`src/rtl/aes_round_sequencer.sv`:
```
`default_nettype none
// ============================================================================
// Module   : aes_round_sequencer
// Brief    : AES-128/192/256 round controller driving per-stage datapath enables
// Revision : 1.0  initial release
// ============================================================================
module aes_round_sequencer #(
    parameter int MAX_NR = 14,
    parameter int RND_W  = 4,
    parameter int CNT_W  = 16
) (
    input  logic              clk,
    input  logic              rstn,
    input  logic              start,
    input  logic [1:0]        key_mode,
    input  logic              stall,
    input  logic              abort,
    input  logic              done_ack,
    output logic              accept,
    output logic              busy,
    output logic [RND_W-1:0]  rnd_no,
    output logic [RND_W-1:0]  nr_cur,
    output logic              enbSB,
    output logic              enbSR,
    output logic              enbMC,
    output logic              enbAR,
    output logic              enbKS,
    output logic              last_rnd,
    output logic              done,
    output logic              cfg_err,
    output logic [MAX_NR:0]   completed_round,
    output logic [CNT_W-1:0]  blk_cnt
);

    typedef enum logic [1:0] {
        ST_IDLE = 2'd0,
        ST_RUN  = 2'd1,
        ST_DONE = 2'd2
    } state_t;

    state_t             r_state, w_state_nxt;
    logic [RND_W-1:0]   r_rnd, w_rnd_nxt;
    logic [RND_W-1:0]   r_nr, w_nr_nxt;
    logic               r_cfg_err, w_cfg_err_nxt;
    logic [CNT_W-1:0]   r_blk_cnt, w_blk_cnt_nxt;
    logic [4:0]         w_nr_dec;
    logic               w_mode_ok;
    logic               w_run_go;

    // Reserved mode and any Nr beyond what this instance supports are rejected
    always_comb begin
        w_nr_dec = 5'd0;
        case (key_mode)
            2'b00:   w_nr_dec = 5'd10;
            2'b01:   w_nr_dec = 5'd12;
            2'b10:   w_nr_dec = 5'd14;
            default: w_nr_dec = 5'd0;
        endcase
        w_mode_ok = (key_mode != 2'b11) && (int'(w_nr_dec) <= MAX_NR);
    end

    always_ff @(posedge clk) begin
        if (!rstn) begin
            r_state   <= ST_IDLE;
            r_rnd     <= '0;
            r_nr      <= '0;
            r_cfg_err <= 1'b0;
            r_blk_cnt <= '0;
        end else begin
            r_state   <= w_state_nxt;
            r_rnd     <= w_rnd_nxt;
            r_nr      <= w_nr_nxt;
            r_cfg_err <= w_cfg_err_nxt;
            r_blk_cnt <= w_blk_cnt_nxt;
        end
    end

    always_comb begin
        w_state_nxt   = r_state;
        w_rnd_nxt     = r_rnd;
        w_nr_nxt      = r_nr;
        w_cfg_err_nxt = 1'b0;
        w_blk_cnt_nxt = r_blk_cnt;
        accept        = 1'b0;
        if (abort) begin
            w_state_nxt = ST_IDLE;
            w_rnd_nxt   = '0;
        end else begin
            case (r_state)
                ST_IDLE: begin
                    if (start) begin
                        if (w_mode_ok) begin
                            accept      = 1'b1;
                            w_nr_nxt    = RND_W'(w_nr_dec);
                            w_rnd_nxt   = '0;
                            w_state_nxt = ST_RUN;
                        end else begin
                            w_cfg_err_nxt = 1'b1;
                        end
                    end
                end
                ST_RUN: begin
                    if (!stall) begin
                        if (r_rnd < r_nr) begin
                            w_rnd_nxt = r_rnd + RND_W'(1);
                        end else begin
                            w_state_nxt = ST_DONE;
                        end
                    end
                end
                ST_DONE: begin
                    if (done_ack) begin
                        w_state_nxt   = ST_IDLE;
                        w_rnd_nxt     = '0;
                        w_blk_cnt_nxt = r_blk_cnt + CNT_W'(1);
                    end
                end
                default: begin
                    w_state_nxt = ST_IDLE;
                    w_rnd_nxt   = '0;
                end
            endcase
        end
    end

    // Round 0 is the bare AddRoundKey; MixColumns is skipped in the final round
    assign w_run_go = (r_state == ST_RUN) && !stall;
    assign enbAR    = w_run_go;
    assign enbKS    = w_run_go;
    assign enbSB    = w_run_go && (r_rnd != '0);
    assign enbSR    = w_run_go && (r_rnd != '0);
    assign enbMC    = w_run_go && (r_rnd != '0) && (r_rnd != r_nr);

    assign busy     = (r_state != ST_IDLE);
    assign done     = (r_state == ST_DONE);
    assign last_rnd = (r_state == ST_RUN) && (r_rnd == r_nr);
    assign rnd_no   = r_rnd;
    assign nr_cur   = r_nr;
    assign cfg_err  = r_cfg_err;
    assign blk_cnt  = r_blk_cnt;

    always_comb begin
        completed_round = '0;
        for (int i = 0; i <= MAX_NR; i++) begin
            completed_round[i] = (r_state == ST_RUN) && (r_rnd == RND_W'(i));
        end
    end

endmodule
`default_nettype wire

```
`config.mk`:
```
export PLATFORM = sky130hd
export DESIGN_NAME = aes_round_sequencer
export DESIGN_NICKNAME = d
export VERILOG_FILES = /design/src/rtl/aes_round_sequencer.sv
export SDC_FILE = /design/constraint.sdc
export NUM_CORES = 1
export LEC_CHECK = 0
export CORE_UTILIZATION = 25
export DETAILED_ROUTE_END_ITERATION = 12
export SETUP_SLACK_MARGIN = 0.05
export SLEW_MARGIN = 20
export SYNTH_ARGS = -nofsm -noshare
export SYNTH_HDL_FRONTEND = slang
export SYNTH_SLANG_ARGS = --single-unit
```
`constraint.sdc`:
```
create_clock -name clk -period 3.1 [get_ports clk]
set_input_delay 0.775 -clock clk [delete_from_list [all_inputs] [get_ports clk]]
set_output_delay 0.775 -clock clk [all_outputs]
set_load 0.01 [all_outputs]
```
# Word level (Yosys, flattened, before mapping)
# Cells that the tools add are included.
# totals
ff_bits	27
input_bits	8
out_inout_bits	49
elab_cells	90
# classes
addsub	2
order_cmp	2
eq_ne	27
n_mux	18
n_bitwise	4
n_reduce_logical	32
# ops
op	n
$eq A4 B4 Y1 const B	7
$pmux W4 S3	2
$logic_and A1 B1 Y1	20
$mux W4	5
$add A16 B1 Y16 const B	1
$eq A4 B3 Y1 const B	4
$ne A2 B2 Y1 const B	7
$mux W2	5
$reduce_and A5 Y1	2
$eq A4 B2 Y1 const B	2
$pmux W2 S3	1
$le A5 B4 Y1 const B	1
$mux W1	5
$add A4 B1 Y4 const B	1
$eq A2 B1 Y1 const B	2
$eq A2 B2 Y1 const B	2
$eq A4 B1 Y1 const B	1
$eq A4 B4 Y1	1
$logic_not A2 Y1	2
$logic_not A4 Y1	1
$lt A4 B4 Y1	1
$ne A4 B4 Y1	1
$not A1 Y1	4
$reduce_and A4 Y1	1
other kinds (6)	6

# Longest topological paths before layout
# Gate-level depths: netlist of run 1.
# logic_depth
ltp_word	8
mapped_depth	6
depth_no_buf	6

# Worst setup path after synthesis of run 1
# Ideal clock, no wire load.
# synth_timing
kind	input-to-output
from	input key_mode[0]
to	output accept
t_arrival_ns	1.681
required_time_ns	2.325
path_slack_ns	0.644
path_stages	3
n_path_buf	0
cell_sequence	ha_1 > nand2b_1 > nor3_1
# synth_via
elab_chain_len	8
elab_cells_between_ends	11
cone_classes	1 x order compare; 3 x eq/ne; 5 x mux; 2 x reduce/logical
# synth_rtl
element	line	text
from (decl)	15	input logic [1:0] key_mode,
$eq A2 B2 Y1, or another cell as far along	53	case (key_mode)
$pmux W4 S3	53	
$le A5 B4 Y1	59	w_mode_ok = (key_mode != 2'b11) && (int'(w_nr_dec) <= MAX_NR);
$logic_and A1 B1 Y1 (*)	59	
$mux W1 (*)	92	if (w_mode_ok) begin
$mux W1 (*)	91	if (start) begin
$mux W1 (*)	89	case (r_state)
$mux W1 (*)	85	if (abort) begin
to (decl)	19	output logic accept,
# Every way passes the cells marked *; elsewhere a longest branch is shown, timed or not.

# Worst setup path in the final report of run 1
# layout_timing
from	input stall
to	output enbMC
# layout_via
elab_chain_len	4
# layout_rtl
element	line	text
from (decl)	16	input logic stall,
$logic_not A1 Y1	127	assign w_run_go = (r_state == ST_RUN) && !stall;
$logic_and A1 B1 Y1	127	
$logic_and A1 B1 Y1 (2 in a row)	132	assign enbMC = w_run_go && (r_rnd != '0) && (r_rnd != r_nr);
to (decl)	25	output logic enbMC,
# Every way passes these cells.

==> summary.md, run 1 <==
| Metric | Value |
|---|---|
| Clock Tree Buf Depth | 2 |
| Clock Skews | approximately 0.01 ns |
| PortBufs | between 50 and 60 |
| Setup_tns | 0 ns |
| DP Worst Slack | -0.0898 ns |
| Final Hold Viols | 0 |
| Worst R2R End | blk_cnt[15] |
| Relative slew slack | between 50% and 60% |
| Vias per std cell | roughly 4.6 |
| Post-synth EDFFs | 0 |
| Slowest stage delay, CP | between 0.5 and 0.6 ns |
| CTS tree | yes |
| Final Cell Area | about 2300 µm² |
| Worst min path class | reg2reg |
| Die Ht | approximately 82 µm |
| Synth Flop Type | dfxtp_1 |
| Final worst slack | roughly 0.18 ns |
| WS Path Type | in2out |
| Initial Util | about a quarter |
| Total track usage | 12.9% |
| Fin util | 38.5% |
| Period utilisation layout | 94.3% |
| # diodes | 0 |
| RSZ-0062 raised after global routing | no |
| Post-synth cell types | a little over 40 |
| Largest net degree at the start of global routing | 21 |
| Worst Max-Slew Pin Slew | between 0.6 and 0.7 ns |
| Worst Path Buf+Inv | 2 |
| DRT Pass-1 Iters | 5 |
| Clk Latency, worst-skew pair | between 0.2 and 0.3 ns |
| # nets final | about 270 |
| Fill cells | between 600 and 700 |
| Netlist Area Pre-Place | roughly 1600 µm² |
| Worst hold path depth | 2 |
| CTS sink count | 26 |
| Worst VDD drop | around 0.15 mV |
| Critical path's most frequent cell | clkdlybuf4s50_1 |
| Critical Path Fanout Max | 2 |
| Cells after synthesis | 190 |
| I/O pin cnt | 57 |
| Slew Limit Fails | 0 |
| Worst r2r src | r_state[0] |
| Setup Viol. Count Final | 0 |
| Worst endpoint data arrival time | between 2 and 2.5 ns |
| Synthesized net count | 210 |
| PwrDens | ~310 nW/µm² |
| CORE AREA | around 6000 µm² |
| 1st-iter DRT viols | 88 |
| Register area share after synthesis | roughly 33% |
| Vias in the first global route | 1423 |
| H-tree Lvls | 1 |
| DR vias | roughly 1500 |
| Worst Hold Launch | blk_cnt[15] |
| Pleak | 0.832 nW |
| F_max | about 340 MHz |
| Post-CTS Setup Bufs | 0 |
| Flops & latches, synth | 26 |
| Placed cell areas | 2250 µm² |
| R2r setup slk | roughly 1.2 ns |
| Clock Tree Root | clkbuf_8 |
| Die ar. | 6670 µm² |
| Gr ovfl total | 0 |
| CP Cell Sequence | clkdlybuf4s50_1 > a211oi_1 > nor2b_1 > clkdlybuf4s50_1 |
| Residual DRC | 0 |
| Routability congestion estimate | ~0.83 |
| Layout cells sized above 1 | under 10% |
| Site Rows | 28 |
| Worst-path clk slew | about 0.10 ns |
| First-pass GRT wire length | 6.71 mm |
| Type of origin of the critical path | input port |
| Post-synthesis area per instance | between 8 and 9 µm² |
| Crit-path slowest cell | clkdlybuf4s50_1 |
| Post-synth ARST share | 0% |
| Reg2Reg Depth | 5 |
| Horiz. Die Dim | roughly 80 µm |
| Delay-heaviest family, CP | buffers and inverters |
| Number of max-cap violations | 0 |
| Total Routed Length | between 3 and 4 mm |
| WL/cell | approximately 12 µm |
| Detailed Place HPWL | just over 3 mm |
| Worst Path Required | roughly 2.3 ns |
| Antenna-violating nets left | 0 |
| Outcome | completed |
| Crit. End Element | output pin |
| Total clock buffers created by CTS | 3 |
| Area Overhead vs Synth | 46.3% |
| WHS Endpoint | blk_cnt[15] |
| Fin crit period | between 2 and 3 ns |
| Initial antenna violation count | 0 |
| Hold WS | 0.497 ns |
| Synth Warn # | 0 |
worst max path at each step:
stage | startpoint | end | slack, ns | cells after the start
after floorplan | key_mode[0] | accept | 0.64 | 3
after global placement | key_mode[0] | accept | -0.02 | 5
after detailed placement | key_mode[0] | accept | -0.09 | 5
after CTS | stall | enbMC | 0.15 | 4
after global routing | stall | enbMC | 0.08 | 4
final | stall | enbMC | 0.18 | 4
routing by layer:
metal	vias to the layer above	part of all wire (%)	wire length [µm]	GRT usage, %
li1	778	-	-	-
met1	689	48	1930	17.2
met2	29	46	1820	21.1
met3	5	4.5	178	2.22
met4	0	1.6	62	4.21
met5	-	0	0	0
logic make-up (layout without fill, tap and decap cells):
| logic type | Yosys count | count (layout) | synth area share, % |
|---|---|---|---|
| DFF | 26 | 26 | 32.8 |
| AOI/OAI and AO/OA | 26 | 26 | 9.78 |
| and+or+nand+nor | 93 | 93 | 34.1 |
| muxes | 3 | 3 | 1.89 |
| xor gates and xnor gates | 10 | 10 | 5.52 |
| adders and majority gates | 12 | 12 | 9.46 |
| other | 1 | 1 | 0.236 |
| buffers and inverters | 19 | 80 | 6.15 |
repair_timing:
action	in CTS	in global routing
hold buffers	0	0
endpoints found under the setup margin	1	1
gates resized for setup	1	1
Yosys cell counts (3+ instances only):
master | instances | area share (%)
dfxtp_1 | 26 | 33
nor2_1 | 20 | 4.7
and2_1 | 15 | 5.9
ha_1 | 12 | 9.5
inv_1 | 11 | 2.6
a21oi_1 | 9 | 2.8
nand2_1 | 9 | 2.1
xnor2_1 | 8 | 4.4
o21ai_0 | 7 | 2.2
nand3_1 | 6 | 1.9
nor3_1 | 6 | 1.9
or3_1 | 6 | 2.4
nand4_1 | 5 | 2.0
and3_1 | 4 | 1.6
nand2b_1 | 4 | 1.6
nor2b_1 | 4 | 1.6
buf_4 | 3 | 1.4
clkbuf_1 | 3 | 0.71
mux2i_1 | 3 | 1.9
nor4_1 | 3 | 1.2
stage by stage:
step / total power, mW / std cells
5_1_grt: 0.747 / 326
3_5_place_dp: 0.439 / 322
2_1_floorplan: 0.395 / 190
4_1_cts: 0.727 / 326
6_report: 0.720 / 326
3_3_place_gp: 0.438 / 322
worst min-delay path, stage by stage, from the launching register on:
cell and delay, ns:
dfxtp_1 0.33, o31ai_1 0.06, a21oi_1 0.06
registers in the layout, summed over array words and instances, names as in the netlist:
| name | count |
|---|---|
| rnd_no | 4 |
| r_state | 2 |
| nr_cur | 3 |
| blk_cnt | 16 |
| cfg_err | 1 |
layout by cell type, fill, tap and decap left out, types with 2 or more instances in the layout:
cell type and count:
xor2_1 2, or3_4 2, and3_1 4, mux2i_1 3
or3_1 6, nand4_1 5, nor4_1 3, xnor2_1 8
nor2_1 20, nor2b_1 4, nor3_1 6, nand3_1 6
buf_4 10, a31oi_1 2, a21oi_1 9, clkdlybuf4s50_1 54
and2_1 15, nand2_1 9, a211oi_1 2, ha_1 12
dfxtp_1 25, clkbuf_8 3, nand2b_1 4, o21ai_0 7
inv_1 11
report_power, final:
part	internal [mW]	leakage [nW]	total (mW)	switching (mW)
registers	0.338	0.210	0.341	0.00297
clock network	0.173	0.0357	0.291	0.118
logic	0.0450	0.586	0.0889	0.0439
area by class of cell:
cell class	instances	area [µm²]	area share (%)
Sequential cell	26	522	22.5
Clock inverter	1	30.0	1.29
Timing Repair Buffer	65	624	26.9
Tap cell	75	93.8	4.04
Multi-Input combinational cell	145	968	41.7
Inverter	11	41.3	1.78
Clock buffer	3	41.3	1.78
(Power assumes the default switching activity.)
==> inputs of run 2 (changes only) <==
--- a/config.mk
+++ b/config.mk
@@ -5,6 +5,7 @@
 export SDC_FILE = /design/constraint.sdc
 export NUM_CORES = 1
 export LEC_CHECK = 0
+export CAP_MARGIN = 25
 export CORE_UTILIZATION = 25
 export DETAILED_ROUTE_END_ITERATION = 12
 export SETUP_SLACK_MARGIN = 0.05
==> constraint.sdc (replaced) <==
create_clock -name clk -period 3.1 [get_ports clk]
set_input_delay 0.775 -clock clk [delete_from_list [all_inputs] [get_ports clk]]
set_output_delay 0.775 -clock clk [all_outputs]
set_load 0.1 [all_outputs]
==> run 2 against run 1 <==
Effect of this change: fmax grew 2.3%; clock skew shrank 0.0078 ns; die area is the same; non-clock buffer count shrank 7; final area grew 1.9%; clock power shrank 13%; sequential power is essentially flat; largest cell class unchanged; total power grew 1.6%; first-iteration DRC count shrank 23%; utilization grew 0.75 points; hold slack gained 0.0073 ns; register-to-register slack is essentially flat.
==> summary.md, run 2 (synthesis results as in run 1) <==
| Metric | Value |
|---|---|
| DRT Pass-1 Iters | 5 (unchanged) |
| Psw | 0.215 mW (+30%) |
| Relative slew slack | 57.8% (+0.84 points) |
| CORE AREA | 6030 µm² (unchanged) |
| Worst Path Buf+Inv | 2 (unchanged) |
| Clock share of power | 34.4% (-6.0 points) |
| Max reg flops | 16 (unchanged) |
| Register area | 533 µm² (+2.2%) |
| Horiz. Die Dim | 81.7 µm (unchanged) |
| 1st-iter DRT viols | 68 (-23%) |
| Period utilisation layout | 92.1% (-2.2 points) |
| Clock Tree Buf Depth | 2 (unchanged) |
| Die ar. | 6670 µm² (unchanged) |
| Power Internal | 0.517 mW (-6.9%) |
| Total clock buffers created by CTS | 3 (unchanged) |
| Residual DRC | 0 (unchanged) |
| Hold Buf Count CTS | 0 (unchanged) |
| RSZ-0062 raised after global routing | no |
| Setup Viol. Count Final | 0 (unchanged) |
| # diodes | 0 (unchanged) |
| First-pass GRT wire length | 6.43 mm (-4.2%) |
| H-tree Lvls | 1 (unchanged) |
| Slew Limit Fails | 0 (unchanged) |
| Multi-input gate area | 1000 µm² (+3.6%) |
| Worst Path Required | 2.32 ns (about the same) |
| Worst Max-Slew Pin Slew | 0.633 ns (-0.0126 ns) |
| Total power | 0.732 mW (+1.6%) |
| Comb power frac | 19.1% (+6.8 points) |
| Commonest non-fill, non-tap cell in the layout | buf_4 |
| Worst VDD drop | 0.178 mV (+21%) |
| Total Routed Length | 3.99 mm (unchanged) |
| Clock Skews | 0.00201 ns (-0.00778 ns) |
| I/O pin cnt | 57 (unchanged) |
| Slowest stage delay, CP | 0.46 ns (-0.09 ns) |
| Outcome | completed |
| Type of origin of the critical path | input port |
| CTS tree | yes |
| Antenna-violating nets left | 0 (unchanged) |
| Largest net degree at the start of global routing | 21 (unchanged) |
| Detailed Place HPWL | 3.16 mm (+1.6%) |
| Number of max-cap violations | 0 (unchanged) |
| # nets final | 265 (-2.6%) |
| Crit-path slowest cell | clkdlybuf4s50_1 |
| Final Hold Viols | 0 (unchanged) |
| Delay-heaviest family, CP | buffers and inverters |
| Initial Util | 26.3% (unchanged) |
| PortBufs | 55 (unchanged) |
| CP Cell Sequence | clkdlybuf4s50_1 > ha_1 > nand2b_1 > nor3_4 > buf_12 |
| Worst min path class | reg2reg |
| WL/cell | 12.5 µm (+2.2%) |
| Placed cell areas | 2300 µm² (+2.2%) |
| F_max | 350 MHz (+2.3%) |
| Area Overhead vs Synth | 49.1% |
| Vias per std cell | 4.61 (about the same) |
| Pleak | 0.932 nW (+12%) |
| Layout cells sized above 1 | 28.7% (+20 points) |
| Worst endpoint data arrival time | 2.08 ns (-0.07 ns) |
| Most frequent cells in the layout | 37 x buf_4, 22 x dfxtp_1, 19 x nor2_1 |
| Post-CTS Setup Bufs | 0 (unchanged) |
| Site Rows | 28 (unchanged) |
| WS Path Type | in2out |
| Clock Tree Root | clkbuf_8 |
| CTS resizes | 0 (-1) |
| Fill cells | 621 (-1.9%) |
| Vias in the first global route | 1340 (-5.8%) |
| Sw Ratio | 29.3% (+6.5 points) |
| Critical Path Fanout Max | 4 (+2) |
| Die Ht | 81.7 µm (unchanged) |
| Routability congestion estimate | 0.784 (-6.1%) |
| Clk Latency, worst-skew pair | 0.27 ns (about the same) |
| Initial antenna violation count | 0 (unchanged) |
| Final Cell Area | 2370 µm² (+1.9%) |
| PwrDens | 309 nW/µm² (-0.32%) |
| Gr ovfl total | 0 (unchanged) |
| Crit. End Element | output pin |
| Worst-path clk slew | 0.09 ns (about the same) |
| Hold WS | 0.504 ns (+0.00725 ns) |
| Total track usage | 12.4% (-0.53 points) |
| CTS sink count | 26 (unchanged) |
| Reg power frac | 46.5% (-0.8 points) |
| Fin crit period | 2.86 ns (-0.0669 ns) |
| DR vias | 1469 (-2.1%) |
==> run 2: changes by cell type in the layout (fill, tap and decap cells not counted), moves of 3 or more <==
cell,change
buf_12,+14
dfxtp_4,+3
clkdlybuf4s50_1,-47
dfxtp_1,-3
buf_4,+27
==> run 2: final timing paths <==
path / startpoint / endpoint / slack, ns / cells past startpoint
max: key_mode[1] / accept / 0.24 / 5
min: blk_cnt[15] / blk_cnt[15] / 0.50 / 2
max reg2reg: r_state[1] / blk_cnt[15] / 1.19 / 4
min reg2reg: blk_cnt[15] / blk_cnt[15] / 0.50 / 2
==> run 2: worst min-delay path, cell delays in order, from the launching register on <==
cell,delay [ns]
dfxtp_1,0.34
o31ai_1,0.07
a21oi_1,0.06
==> run 2: power by group through the flow <==
stage | combinational [mW] | clock [mW] | sequential [mW]
detailed placement | 0.141 | 0 | 0.348
global placement | 0.140 | 0 | 0.348
CTS | 0.141 | 0.260 | 0.340
global route | 0.148 | 0.274 | 0.341
floorplan | 0.0849 | 0 | 0.365
finish | 0.140 | 0.252 | 0.340
==> run 2: routing by layer <==
| metal | track usage (%) | part of all wire [%] |
|---|---|---|
| met1 | 17.9 | 51 |
| met2 | 19.4 | 45 |
| met3 | 1.56 | 3.2 |
| met4 | 3.16 | 0.88 |
| met5 | 0 | 0 |
==> run 2: cell type report <==
cell class	instances	share of cell area (%)
sequential	26	22.5
timing repair buffer	58	26.5
clock buffer	4	2.80
inverter	11	1.75
tap	75	3.97
multi-input combinational	145	42.4
==> run 2: stage by stage <==
| stage | setup WS (ns) | setup TNS, ns | util (%) | std cells |
|---|---|---|---|---|
| 2_1_floorplan | -0.244 | -0.244 | - | 190 |
| 3_3_place_gp | 0.260 | 0 | 38.2 | 315 |
| 3_5_place_dp | 0.238 | 0 | 38.2 | 315 |
| 4_1_cts | 0.229 | 0 | 39.3 | 319 |
| 5_1_grt | 0.165 | 0 | 39.3 | 319 |
| 6_report | 0.243 | 0 | 39.3 | 319 |
==> inputs of run 3 (changes only) <==
--- a/config.mk
+++ b/config.mk
@@ -6,6 +6,7 @@
 export NUM_CORES = 1
 export LEC_CHECK = 0
 export CAP_MARGIN = 25
+export CORE_ASPECT_RATIO = 0.7
 export CORE_UTILIZATION = 25
 export DETAILED_ROUTE_END_ITERATION = 12
 export SETUP_SLACK_MARGIN = 0.05
==> run 3 against run 2 <==
Effect of this change: critical endpoint unchanged; register-to-register slack improved by 0.04 ns; critical path type unchanged; worst setup slack got worse by 0.023 ns; largest cell class unchanged; largest power group unchanged; first-iteration DRC count increased by 87%.
==> summary.md, run 3 (synthesis results as in run 1) <==
| Metric | Value |
|---|---|
| PwrDens | 309 nW/µm² (-0.23%) |
| Vias in the first global route | 1353 (+0.97%) |
| Clock Tree Root | clkbuf_8 |
| Reg2Reg Depth | 4 (unchanged) |
| Antenna-violating nets left | 0 (unchanged) |
| Most frequent cells in the layout | 37 x buf_4, 22 x dfxtp_1, 19 x nor2_1 |
| WS Path Type | in2out |
| Die ar. | 6670 µm² (about the same) |
| Layout cells sized above 1 | 28.7% (unchanged) |
| Total Routed Length | 4.22 mm (+5.8%) |
| Register area | 533 µm² (unchanged) |
| DR vias | 1477 (+0.54%) |
| Routability congestion estimate | 0.859 (+9.6%) |
| Detailed Place HPWL | 3.43 mm (+8.7%) |
| Hold Buf Count CTS | 0 (unchanged) |
| Initial antenna violation count | 0 (unchanged) |
| H-tree Lvls | 1 (unchanged) |
| Fin util | 39.9% (+0.65 points) |
| Setup Viol. Count Final | 0 (unchanged) |
| Area Overhead vs Synth | 49.1% (unchanged) |
| I/O pin cnt | 57 (unchanged) |
| Placed cell areas | 2300 µm² (unchanged) |
| RSZ-0062 raised after global routing | no |
| CP startpoint | key_mode[1] |
| DP Cell Count | 315 (unchanged) |
| Initial Util | 26.8% (+0.43 points) |
| CP Cell Sequence | clkdlybuf4s50_1 > ha_1 > nand2b_1 > nor3_4 > buf_12 |
| Worst hold path depth | 2 (unchanged) |
| Number of max-cap violations | 0 (unchanged) |
| Commonest non-fill, non-tap cell in the layout | buf_4 |
| Worst VDD drop | 0.197 mV (+10%) |
| Worst R2R End | blk_cnt[15] |
| Die Ht | 68.7 µm (-16%) |
| Clock Tree Buf Depth | 2 (unchanged) |
| Fill cells | 606 (-2.4%) |
| CTS tree | yes |
| Total track usage | 12.7% (+0.29 points) |
| Crit. End Element | output pin |
| Worst endpoint data arrival time | 2.11 ns (+0.03 ns) |
| Type of origin of the critical path | input port |
| PortBufs | 55 (unchanged) |
| Residual DRC | 0 (unchanged) |
| CTS sink count | 26 (unchanged) |
| Horiz. Die Dim | 97.2 µm (+19%) |
| Worst Path Required | 2.32 ns (about the same) |
| Clock Skews | 0.0140 ns (+0.0120 ns) |
| Multi-input gate area | 1000 µm² (unchanged) |
| Final Non-Filler Cells | 319 (unchanged) |
| Vias per std cell | 4.63 (+0.54%) |
| Max reg flops | 16 (unchanged) |
| Outcome | completed |
| Clk Latency, worst-skew pair | 0.28 ns (about the same) |
| CORE AREA | 5930 µm² (-1.6%) |
| Worst setup path endpoint | accept |
| F_max | 347 MHz (-0.81%) |
| WL/cell | 13.2 µm (+5.8%) |
| Largest net degree at the start of global routing | 20 (-4.8%) |
| Final Hold Viols | 0 (unchanged) |
| Final Cell Area | 2370 µm² (unchanged) |
| Gr ovfl total | 0 (unchanged) |
| Slowest stage delay, CP | 0.46 ns (about the same) |
| Setup_tns | 0 ns (unchanged) |
| DRT Pass-1 Iters | 7 (+2) |
| 1st-iter DRT viols | 127 (+87%) |
| Worst r2r src | r_state[1] |
| Post-CTS Setup Bufs | 0 (unchanged) |
| Worst-path clk slew | 0.10 ns (about the same) |
| Worst Hold Launch | blk_cnt[15] |
| Worst min path class | reg2reg |
| First-pass GRT wire length | 6.80 mm (+5.8%) |
| Period utilisation layout | 92.9% (+0.76 points) |
| # nets final | 265 (unchanged) |
| Fin crit period | 2.88 ns (+0.0234 ns) |
| R2r setup slk | 1.23 ns (+0.04 ns) |
| Total clock buffers created by CTS | 3 (unchanged) |
| Pleak | 0.932 nW (unchanged) |
| CTS resizes | 0 (unchanged) |
| Total power | 0.730 mW (-0.23%) |
| # diodes | 0 (unchanged) |
| Critical Path Fanout Max | 4 (unchanged) |
| Site Rows | 23 (-18%) |
| Slew Limit Fails | 0 (unchanged) |
| Crit-path slowest cell | clkdlybuf4s50_1 |
==> run 3: cell counts in the layout (fill, tap and decap cells not counted) <==
No cell type changed its count.
==> run 3: critical path, delay by kind of cell <==
| family | cells | cell delay (ns) |
|---|---|---|
| buffers and inverters | 2 | 0.67 |
| AND/OR/NAND/NOR | 2 | 0.41 |
| adder cells (fa/ha/maj) | 1 | 0.24 |
==> run 3: metrics by stage <==
stage	hold slack, ns	worst slack, ns
after floorplan	0.548	-0.244
after global placement	0.478	0.241
after detailed placement	0.485	0.206
after CTS	0.500	0.200
after global routing	0.539	0.144
final	0.495	0.220
==> run 3: metal layers <==
| metal | vias to the layer above | track usage (%) | wire length [µm] |
|---|---|---|---|
| li1 | 763 | - | - |
| met1 | 679 | 19.1 | 2240 |
| met2 | 33 | 18.3 | 1780 |
| met3 | 2 | 2.72 | 175 |
| met4 | 0 | 2.94 | 27 |
| met5 | - | 0 | 0 |
==> run 3: report_power, final <==
group / switching (mW) / internal [mW]
sequential: 0.00544 / 0.335
clock: 0.109 / 0.140
combinational: 0.0988 / 0.0421
total: 0.213 / 0.517
==> run 3: worst min-delay path by stage <==
stage	to
final	blk_cnt[15]
after global routing	rnd_no[0]
after CTS	blk_cnt[15]
after detailed placement	blk_cnt[15]
after global placement	blk_cnt[15]
after floorplan	r_state[0]
==> run 3: layout make-up <==
type	instances	area share [%]
timing repair buffer	58	26.5
sequential	26	22.5
tap	75	3.97
clock buffer	4	2.80
multi-input combinational	145	42.4
inverter	11	1.75
